`src/rtl/frame_diff_scanner_pkg.sv`:
```
// Shared types and defaults for the image generator raster scanner.
package image_gen_pkg;

  localparam int GRID_W_DEF = 16;
  localparam int GRID_H_DEF = 12;
  localparam int CODE_W_DEF = 3;

  typedef enum logic [2:0] {
    EMPTY  = 3'd0,
    HEAD   = 3'd1,
    BODY   = 3'd2,
    APPLE  = 3'd3,
    BORDER = 3'd4
  } obj_code_t;

  typedef enum logic [1:0] {
    ST_IDLE,
    ST_SCAN,
    ST_ISSUE,
    ST_DONE
  } scan_state_t;

  typedef enum logic [1:0] {
    MODE_DIFF,
    MODE_FULL,
    MODE_CLEAR
  } scan_mode_t;

endpackage

```
`src/rtl/frame_diff_scanner_if.sv`:
```
// Update-request channel from the scanner to the display command driver.
interface frame_diff_scanner_if #(
  parameter int X_W    = 4,
  parameter int Y_W    = 4,
  parameter int CODE_W = 3
);
  logic              upd_valid;
  logic              upd_ready;
  logic [X_W-1:0]    upd_x;
  logic [Y_W-1:0]    upd_y;
  logic [CODE_W-1:0] upd_code;

  modport master (
    output upd_valid, upd_x, upd_y, upd_code,
    input  upd_ready
  );

  modport slave (
    input  upd_valid, upd_x, upd_y, upd_code,
    output upd_ready
  );
endinterface

```
`src/rtl/frame_diff_scanner_mem.sv`:
```
// Previous-frame object codes: combinational read, one synchronous write port.
module prev_frame_mem
  import image_gen_pkg::*;
#(
  parameter int GRID_W = GRID_W_DEF,
  parameter int GRID_H = GRID_H_DEF,
  parameter int CODE_W = CODE_W_DEF,
  parameter int X_W    = $clog2(GRID_W),
  parameter int Y_W    = $clog2(GRID_H)
) (
  input  logic              clk,
  input  logic              rst,
  input  logic              we_i,
  input  logic [X_W-1:0]    wx_i,
  input  logic [Y_W-1:0]    wy_i,
  input  logic [CODE_W-1:0] wdata_i,
  input  logic [X_W-1:0]    rx_i,
  input  logic [Y_W-1:0]    ry_i,
  output logic [CODE_W-1:0] rdata_o
);

  logic [CODE_W-1:0] mem_q [GRID_H][GRID_W];

  always_ff @(posedge clk or posedge rst) begin
    if (rst) begin
      for (int unsigned r = 0; r < GRID_H; r++) begin
        for (int unsigned c = 0; c < GRID_W; c++) begin
          mem_q[r][c] <= CODE_W'(EMPTY);
        end
      end
    end else if (we_i) begin
      mem_q[wy_i][wx_i] <= wdata_i;
    end
  end

  assign rdata_o = mem_q[ry_i][rx_i];

endmodule

```
`src/rtl/frame_diff_scanner.sv`:
```
// Raster scanner: compares each cell against the previous frame and issues
// one update request per changed cell (diff / full redraw / clear modes).
module frame_diff_scanner
  import image_gen_pkg::*;
#(
  parameter int GRID_W = GRID_W_DEF,
  parameter int GRID_H = GRID_H_DEF,
  parameter int CODE_W = CODE_W_DEF,
  parameter int X_W    = $clog2(GRID_W),
  parameter int Y_W    = $clog2(GRID_H)
) (
  input  logic                 clk,
  input  logic                 rst,
  input  logic                 frame_start,
  input  logic                 full_redraw,
  input  logic                 game_over,
  output logic [X_W-1:0]       x,
  output logic [Y_W-1:0]       y,
  input  logic [CODE_W-1:0]    cell_code,
  output logic                 diff,
  frame_diff_scanner_if.master upd,
  output logic                 busy,
  output logic                 frame_done
);

  localparam logic [CODE_W-1:0] EMPTY_CODE = CODE_W'(EMPTY);
  localparam logic [X_W-1:0]    X_LAST     = X_W'(GRID_W - 1);
  localparam logic [Y_W-1:0]    Y_LAST     = Y_W'(GRID_H - 1);

  scan_state_t       state_q, state_d;
  scan_mode_t        mode_q, mode_d;
  logic [X_W-1:0]    x_q, x_d;
  logic [Y_W-1:0]    y_q, y_d;
  logic [X_W-1:0]    upd_x_q, upd_x_d;
  logic [Y_W-1:0]    upd_y_q, upd_y_d;
  logic [CODE_W-1:0] upd_code_q, upd_code_d;
  logic              init_pending_q, init_pending_d;

  logic [CODE_W-1:0] prev_code;
  logic [CODE_W-1:0] target;
  logic              issue;
  logic              prev_we;

  // Raster step shared by a quiet SCAN cell and an ISSUE handshake.
  logic              last_cell;
  scan_state_t       adv_state;
  logic [X_W-1:0]    adv_x;
  logic [Y_W-1:0]    adv_y;

  prev_frame_mem #(
    .GRID_W (GRID_W),
    .GRID_H (GRID_H),
    .CODE_W (CODE_W),
    .X_W    (X_W),
    .Y_W    (Y_W)
  ) u_prev (
    .clk     (clk),
    .rst     (rst),
    .we_i    (prev_we),
    .wx_i    (x_q),
    .wy_i    (y_q),
    .wdata_i (target),
    .rx_i    (x_q),
    .ry_i    (y_q),
    .rdata_o (prev_code)
  );

  always_comb begin
    last_cell = (x_q == X_LAST) && (y_q == Y_LAST);
    adv_state = ST_SCAN;
    adv_x     = x_q + X_W'(1);
    adv_y     = y_q;
    if (last_cell) begin
      adv_state = ST_DONE;
      adv_x     = '0;
      adv_y     = '0;
    end else if (x_q == X_LAST) begin
      adv_x = '0;
      adv_y = y_q + Y_W'(1);
    end
  end

  always_comb begin
    target = (mode_q == MODE_CLEAR) ? EMPTY_CODE : cell_code;
    issue  = 1'b0;
    unique case (mode_q)
      MODE_DIFF:  issue = (target != prev_code);
      MODE_FULL:  issue = 1'b1;
      MODE_CLEAR: issue = (prev_code != EMPTY_CODE);
      default:    issue = 1'b0;
    endcase
  end

  always_comb begin
    state_d        = state_q;
    mode_d         = mode_q;
    x_d            = x_q;
    y_d            = y_q;
    upd_x_d        = upd_x_q;
    upd_y_d        = upd_y_q;
    upd_code_d     = upd_code_q;
    init_pending_d = init_pending_q;
    prev_we        = 1'b0;

    unique case (state_q)
      ST_IDLE: begin
        if (frame_start) begin
          if (game_over)                         mode_d = MODE_CLEAR;
          else if (full_redraw || init_pending_q) mode_d = MODE_FULL;
          else                                   mode_d = MODE_DIFF;
          state_d = ST_SCAN;
        end
      end
      ST_SCAN: begin
        if (issue) begin
          upd_x_d    = x_q;
          upd_y_d    = y_q;
          upd_code_d = target;
          prev_we    = 1'b1;
          state_d    = ST_ISSUE;
        end else begin
          state_d = adv_state;
          x_d     = adv_x;
          y_d     = adv_y;
        end
      end
      ST_ISSUE: begin
        if (upd.upd_ready) begin
          state_d = adv_state;
          x_d     = adv_x;
          y_d     = adv_y;
        end
      end
      ST_DONE: begin
        init_pending_d = 1'b0;
        state_d        = ST_IDLE;
      end
      default: state_d = ST_IDLE;
    endcase
  end

  always_ff @(posedge clk or posedge rst) begin
    if (rst) begin
      state_q        <= ST_IDLE;
      mode_q         <= MODE_DIFF;
      x_q            <= '0;
      y_q            <= '0;
      upd_x_q        <= '0;
      upd_y_q        <= '0;
      upd_code_q     <= '0;
      init_pending_q <= 1'b1;
    end else begin
      state_q        <= state_d;
      mode_q         <= mode_d;
      x_q            <= x_d;
      y_q            <= y_d;
      upd_x_q        <= upd_x_d;
      upd_y_q        <= upd_y_d;
      upd_code_q     <= upd_code_d;
      init_pending_q <= init_pending_d;
    end
  end

  assign x             = x_q;
  assign y             = y_q;
  assign diff          = (state_q == ST_SCAN) && (cell_code != prev_code);
  assign busy          = (state_q != ST_IDLE);
  assign frame_done    = (state_q == ST_DONE);
  assign upd.upd_valid = (state_q == ST_ISSUE);
  assign upd.upd_x     = upd_x_q;
  assign upd.upd_y     = upd_y_q;
  assign upd.upd_code  = upd_code_q;

endmodule

```
`src/flat_wrapper.sv`:
```
// flat-port wrapper written by rule: the top's interface ports become plain ports
module frame_diff_scanner_flat import image_gen_pkg::*;
#(
  parameter int GRID_W = GRID_W_DEF,
  parameter int GRID_H = GRID_H_DEF,
  parameter int CODE_W = CODE_W_DEF,
  parameter int X_W    = $clog2(GRID_W),
  parameter int Y_W    = $clog2(GRID_H)
)
  (clk, rst, frame_start, full_redraw, game_over, x, y, cell_code, diff, busy, frame_done, upd_upd_valid, upd_upd_x, upd_upd_y, upd_upd_code, upd_upd_ready);
  frame_diff_scanner_if #(.X_W(X_W), .Y_W(Y_W), .CODE_W(CODE_W)) upd_i ();
  input  logic clk;
  input  logic rst;
  input  logic frame_start;
  input  logic full_redraw;
  input  logic game_over;
  output logic [X_W-1:0] x;
  output logic [Y_W-1:0] y;
  input  logic [CODE_W-1:0] cell_code;
  output logic diff;
  output logic busy;
  output logic frame_done;
  output wire logic [$bits(upd_i.upd_valid)-1:0] upd_upd_valid;
  output wire logic [$bits(upd_i.upd_x)-1:0] upd_upd_x;
  output wire logic [$bits(upd_i.upd_y)-1:0] upd_upd_y;
  output wire logic [$bits(upd_i.upd_code)-1:0] upd_upd_code;
  input wire logic [$bits(upd_i.upd_ready)-1:0] upd_upd_ready;
  assign upd_upd_valid = upd_i.upd_valid;
  assign upd_upd_x = upd_i.upd_x;
  assign upd_upd_y = upd_i.upd_y;
  assign upd_upd_code = upd_i.upd_code;
  assign upd_i.upd_ready = upd_upd_ready;
  frame_diff_scanner #(.GRID_W(GRID_W), .GRID_H(GRID_H), .CODE_W(CODE_W), .X_W(X_W), .Y_W(Y_W)) u_core (.clk(clk), .rst(rst), .frame_start(frame_start), .full_redraw(full_redraw), .game_over(game_over), .x(x), .y(y), .cell_code(cell_code), .diff(diff), .upd(upd_i), .busy(busy), .frame_done(frame_done));
endmodule
```
`config.mk`:
```
export PLATFORM = sky130hd
export DESIGN_NAME = frame_diff_scanner_flat
export DESIGN_NICKNAME = d
export VERILOG_FILES = /design/src/rtl/frame_diff_scanner_pkg.sv /design/src/rtl/frame_diff_scanner_if.sv /design/src/rtl/frame_diff_scanner_mem.sv /design/src/rtl/frame_diff_scanner.sv /design/src/flat_wrapper.sv
export SDC_FILE = /design/constraint.sdc
export NUM_CORES = 1
export LEC_CHECK = 0
export BUFFER_PORTS_ARGS = -buffer_cell sky130_fd_sc_hd__buf_2
export CAP_MARGIN = 40
export CORE_MARGIN = 2
export CORE_UTILIZATION = 55
export CTS_CLUSTER_SIZE = 40
export DETAILED_ROUTE_END_ITERATION = 10
export PLACE_DENSITY = 0.68
export SYNTH_ARGS = -nofsm -noshare
export SYNTH_HDL_FRONTEND = slang
export SYNTH_SLANG_ARGS = --single-unit
```
`constraint.sdc`:
```
create_clock -name clk -period 26.4 [get_ports clk]
set_input_delay 7.92 -clock clk [delete_from_list [all_inputs] [get_ports clk]]
set_output_delay 7.92 -clock clk [all_outputs]
set_load 0.005 [all_outputs]
```
==> results of run 1 <==
[state kept, by name, indices dropped and copies added, names as in the netlist]
name,flops
u_core.init_pending_q,1
u_core.mode_q,2
u_core.state_q,2
u_core.u_prev.mem_q,576
u_core.upd.upd_code,3
u_core.upd.upd_x,4
u_core.upd.upd_y,4
u_core.x,4
u_core.y,4
[cells by family after synthesis]
group,after synthesis,synth area share (%)
AOI/OAI and AO/OA,188,3.966
xor gates and xnor gates,1,0.02982
adders and majority gates,8,0.3408
buffers and inverters,189,2.773
DFF,600,51.12
muxes,766,34.00
and+or+nand+nor,413,7.769
[power by group]
group | internal (uW) | leakage, uW | switching, uW | total, uW
logic | 333 | 0.00616 | 754 | 1090
clock network | 580 | 0.00112 | 373 | 953
registers | 982 | 0.00830 | 68.8 | 1050
[through the flow]
step,cell area (um^2),power [uW],util (%)
finish,32520,3091,61.77
global placement,29950,2076,56.87
floorplan,29370,1749,-
global route,32520,3209,61.77
CTS,32520,3093,61.77
detailed placement,30260,2136,57.47
[metal layers]
metal / vias up / share of wire (%)
met5: - / 0.033
met4: 4 / 2.9
met3: 171 / 6.6
met2: 619 / 47
met1: 9681 / 43
li1: 7950 / -
[path summary, 6_finish.rpt]
path | endpoint | start | depth (start not counted) | slack (ps)
setup / recovery | diff | cell_code[2] | 6 | 9460
hold / removal | u_core.u_prev.mem_q[110]$_DFFE_PP0P_ | u_core.u_prev.mem_q[110]$_DFFE_PP0P_ | 1 | 480
setup reg to reg | u_core.u_prev.mem_q[350]$_DFFE_PP0P_ | u_core.y[0]$_DFFE_PP0P_ | 14 | 19010
hold reg to reg | u_core.u_prev.mem_q[110]$_DFFE_PP0P_ | u_core.u_prev.mem_q[110]$_DFFE_PP0P_ | 1 | 480
max in group asynchronous | u_core.u_prev.mem_q[163]$_DFFE_PP0P_ | rst | 6 | 16010
min in group asynchronous | u_core.u_prev.mem_q[370]$_DFFE_PP0P_ | rst | 2 | 7230
[final cells by class]
type	instances	area share (%)
Clock buffer	109	6.555
Clock inverter	11	0.4001
Timing Repair Buffer	75	2.162
Tap cell	688	2.647
Multi-Input combinational cell	1376	41.92
Sequential cell	600	46.19
Inverter	9	0.1270
[placed cells by master (no fill, tap or decap), types with 30 or more instances in the layout]
| cell type | synthesis | routed |
|---|---|---|
| buf_2 | 24 | 31 |
| and3_4 | 30 | 30 |
| mux2_1 | 65 | 65 |
| o22ai_1 | 31 | 31 |
| a21oi_1 | 50 | 50 |
| mux2_4 | 75 | 75 |
| nand2_1 | 56 | 56 |
| mux4_2 | 96 | 96 |
| mux2_2 | 530 | 530 |
| o21ai_0 | 40 | 40 |
| nor2_1 | 85 | 84 |
| buf_4 | 2 | 31 |
| and3_1 | 78 | 78 |
| nand3_1 | 73 | 73 |
| clkbuf_16 | 0 | 73 |
| dfrtp_1 | 599 | 597 |
==> metrics.cfg, run 1 <==
[finish]
diodes = 0
fillers = 3927
regArea_um2 = 15020
area_growth_pct = 10.72
drive_gt1_share_pct = 42.57
multiInputGateArea_um2 = 13630
num-nets-final = 2146
fin_cells = 2868

[synth]
avgSynthCellArea_um2 = 13.57
seq_area_frac_synth_pct = 51.12
synth_top_cell_by_area = dfrtp_1
synthTopCellsByCount = dfrtp_1, mux2_2, clkbuf_1
synth_edf_count = 0
yosys_warnings = 0
postSynth.asyncResetShare_pct = 100.0
ys_ff_latch = 600
synth_top_cells_by_area = dfrtp_1, mux2_2, mux4_2, mux2_4, mux2_1
netlist.area_leader.share_pct = 51.03
synth.most_common_cell = dfrtp_1
synth_cell_types = 49
synth_flop_cell = dfrtp_1
syn_area_um2 = 29370
synth_nets = 2182
synthCells = 2165

[global_route]
grt_busiest_layer = met2
grt_pass1_vias = 19600
met1_usage_pct = 37.04
grt_usage_pct = 27.04
use_met2_pct = 43.31
antenna_found_initial = 6
grt_overflow = 0
grt_pass1_wl_um = 116700
gr-usage-met3_pct = 5.886
grt_max_degree = 120

[clock_tree]
cts.sinks = 600
root_buffer = clkbuf_16
clock_path_buffers = 3
cts_hold_buf = 0
cts_made_buffers = 67
path_clk_slew_ps = 60
postCtsSetupBuffers = 0
cts_max_level = 3
clock_latency_ps = 610
cts_tree = built
cts_resized = 0

[drt]
drt_iter0_markers = 1275
drt-wirelength-per-cell_um = 25.66
drt_wl_total_um = 73600
avgViaCountPerCell = 6.424
ant_nets = 0
route.detailed.drc = 0
first_pass_iters = 5
vias = 18430

[worst_setup_path]
crit_path_start_kind = input port
cp.required_ps = 18480
critPathMaxStageDelay_ps = 580
arrival_ps = 9020
cp_num_buf_inv = 2
crit_path_end_kind = primary output
crit_path_cell_trace = buf_2 > o21a_1 > o22ai_1 > nor2_1 > nor2_1 > buf_2
crit_fanout = 3
crit_path_top_delay_cell = o22ai_1
crit_type = in2out
crit_family = compound AO/OA/AOI/OAI gates

[timing]
slew_headroom_pct = 37.43
drv_slew = 0
fmax_mhz = 59.02
clock_skew_ps = 16.74
fin_crit_ps = 16940
setup_viol = 0
min_period_over_period_pct = 64.18
finalHoldViolCount = 0
rsz0062_at_grt = no
fin_tns_setup_ps = 0
worst_slack_ps = 9456
worstMarginPinSlew_ps = 938.6
hold_ws_ps = 477.4

[flow_run]
maxCapViolCount = 0

[placement]
dpl.hpwl_um = 44920
io_buffers = 31
gp_congestion = 0.8396
place_ws_ps = 9437
dp.cells = 2748

[die]
die_x_um = 235.1
pin_count = 32
dieArea_um2 = 55270
rows = 84
start_util_pct = 55.79
core_um2 = 52660
dieHeight_um = 235.1

[hold_path]
hold_path.class = reg2reg

[pwr]
power.density_nw_per_um2 = 95.05
power_leakage_uw = 0.01558
ir_drop_mv = 0.09739

[outcome]
status = finished clean

No activity file was read; power rests on OpenSTA's default activity.
==> run 2, diff against run 1 <==
--- a/config.mk
+++ b/config.mk
@@ -11,7 +11,7 @@
 export CORE_UTILIZATION = 55
 export CTS_CLUSTER_SIZE = 40
 export DETAILED_ROUTE_END_ITERATION = 10
-export PLACE_DENSITY = 0.68
+export PLACE_DENSITY = 0.71
 export SYNTH_ARGS = -nofsm -noshare
 export SYNTH_HDL_FRONTEND = slang
 export SYNTH_SLANG_ARGS = --single-unit
==> constraint.sdc (replaced) <==
create_clock -name clk -period 15.15 [get_ports clk]
set_input_delay 4.545 -clock clk [delete_from_list [all_inputs] [get_ports clk]]
set_output_delay 4.545 -clock clk [all_outputs]
set_load 0.005 [all_outputs]
==> metrics.cfg, run 2 (synthesized netlist as in run 1, its figures left out) <==
[outcome]
status = finished clean

[global_route]
grt_pass1_wl_um = 115500  ; -0.96%
gr-usage-met3_pct = 3.987  ; -1.9 points
antenna_found_initial = 1  ; -5
grt_usage_pct = 26.47  ; -0.57 points
grt_max_degree = 186  ; +55%
grt_busiest_layer = met2
met1_usage_pct = 36.77  ; -0.27 points
use_met2_pct = 42.05  ; -1.3 points
grt_pass1_vias = 19570  ; -0.14%
grt_overflow = 0  ; unchanged

[worst_setup_path]
r2r_start = u_core.y[1]$_DFFE_PP0P_
critPathMaxStageDelay_ps = 520  ; -60 ps
arrival_ps = 5660  ; -3360 ps
worst-path-stages = 6  ; unchanged
crit_path_top_delay_cell = o22ai_1
crit_path_cell_trace = buf_2 > o21a_1 > o22ai_1 > nor2_1 > nor2_1 > buf_2
crit_fanout = 3  ; unchanged
cp.required_ps = 10610  ; -7870 ps
crit_type = in2out
crit_path_start_kind = input port
cp_num_buf_inv = 2  ; unchanged
critical_path.startpoint = cell_code[2]
crit_family = compound AO/OA/AOI/OAI gates
rr_endpoint = u_core.u_prev.mem_q[493]$_DFFE_PP0P_
crit_path_end_kind = primary output
timing.reg2reg.setup_slack_ps = 7960  ; -11050 ps
worstRegToRegCells = 14  ; unchanged

[timing]
finalHoldViolCount = 0  ; unchanged
fmax_mhz = 97.96
fin_tns_setup_ps = 0  ; unchanged
clock_skew_ps = 28.69  ; +11.95 ps
rsz0062_at_grt = no
min_period_over_period_pct = 67.38
fin_crit_ps = 10210
worst_slack_ps = 4942  ; -4515 ps
worstMarginPinSlew_ps = 1050  ; +111.0 ps
slew_headroom_pct = 30.03  ; -7.4 points
drv_slew = 0  ; unchanged
setup_viol = 0  ; unchanged

[finish]
fin_cells = 2858  ; -0.35%
drive_gt1_share_pct = 42.81  ; +0.24 points
final_cell_mix = dfrtp_1, mux2_2, mux4_2
top_register = u_core.u_prev.mem_q
final_common_cell = dfrtp_1
largest_reg_flops = 576  ; unchanged
num-nets-final = 2135  ; -0.51%
area_growth_pct = 10.41
diodes = 0  ; unchanged

[clock_tree]
postCtsSetupBuffers = 0  ; unchanged
cts_resized = 0  ; unchanged
cts_tree = built
cts_made_buffers = 61  ; -9.0%
cts.sinks = 600  ; unchanged
clock_path_buffers = 3  ; unchanged
cts_hold_buf = 0  ; unchanged
root_buffer = clkbuf_16
path_clk_slew_ps = 60  ; about the same
cts_max_level = 2  ; -1
clock_latency_ps = 640  ; +30 ps

[drt]
drt_iter0_markers = 1633  ; +28%
drt_wl_total_um = 72330  ; -1.7%
route.detailed.drc = 0  ; unchanged
drt-wirelength-per-cell_um = 25.31  ; -1.4%
avgViaCountPerCell = 6.423  ; about the same
first_pass_iters = 5  ; unchanged
ant_nets = 0  ; unchanged
vias = 18360  ; -0.37%

[pwr]
power.density_nw_per_um2 = 164.9  ; +73%
power_leakage_uw = 0.01552  ; -0.40%
ir_drop_mv = 0.2489  ; +160%

[hold_path]
min_path_cells = 1  ; unchanged
hold_path_end = u_core.upd.upd_y[2]$_DFFE_PP0P_
min_from = u_core.upd.upd_y[2]$_DFFE_PP0P_
hold_path.class = reg2reg

[placement]
dpl.hpwl_um = 43120  ; -4.0%
gp_congestion = 0.8492  ; +1.1%
place_ws_ps = 4945  ; -4492 ps
dp.cells = 2743  ; -0.18%
io_buffers = 31  ; unchanged

[die]
die_x_um = 235.1  ; unchanged
start_util_pct = 55.79  ; unchanged
rows = 84  ; unchanged
dieHeight_um = 235.1  ; unchanged
pin_count = 32  ; unchanged
dieArea_um2 = 55270  ; unchanged
core_um2 = 52660  ; unchanged

[flow_run]
maxCapViolCount = 0  ; unchanged

==> run 2: cell types whose count changed in the layout (fill, tap and decap cells not counted), sizes merged <==
cell	change
bufinv	+6
clkinvlp	+6
clkbuf	-22
clkinv	+4
buf	-5
inv	+1
==> run 2: worst register-to-register path, stage by stage, from the launching register on <==
cell and delay [ps]:
dfrtp_4 770, buf_12 580, buf_4 810, mux2_2 420, o21ai_0 170, nor3_1 100, o21ai_0 400, nand4_1 260
or4_1 670, xor2_1 390, o311a_4 880, buf_4 600, buf_16 330, and3_1 320, mux2_2 360
==> run 2: final cells by class <==
type / count / area, um^2
fillers: 3896 / 20220
flip-flops and latches: 600 / 15020
multi-input cells: 1376 / 13630
clock buffers: 87 / 1827
repair buffers: 70 / 665.6
clock inverters: 28 / 385.4
well taps: 688 / 860.8
inverters: 9 / 37.54
==> run 2: layer usage <==
| metal | vias up | part of all wire, % |
|---|---|---|
| met4 | 2 | 4.0 |
| met5 | - | 0.018 |
| met3 | 171 | 5.1 |
| met2 | 527 | 47 |
| li1 | 7901 | - |
| met1 | 9755 | 44 |
==> run 2: where the power goes <==
| part | switching (uW) | internal, uW | total, uW |
|---|---|---|---|
| registers | 109 | 1710 | 1820 |
| logic | 1320 | 572 | 1890 |
| clock network | 648 | 990 | 1640 |
| total | 2070 | 3270 | 5350 |
==> run 2: stage by stage <==
step / power [uW] / utilization (%) / instance area (um^2) / hold slack [ps]
after global routing: 5554 / 61.59 / 32430 / 494.8
final: 5347 / 61.59 / 32430 / 476.6
after global placement: 3607 / 56.89 / 29960 / 461.4
after CTS: 5343 / 61.59 / 32430 / 482.9
after detailed placement: 3708 / 57.39 / 30220 / 469.1
after floorplan: 3048 / - / 29380 / 449.5
==> run 2: worst max path at each step <==
stage               slack, ps                            to
CTS                      4940                          diff
global route             4870                          diff
global placement         4970                          diff
detailed placement       4950                          diff
finish                   4940                          diff
floorplan                2420  u_core.mode_q[0]$_DFFE_PP0P_
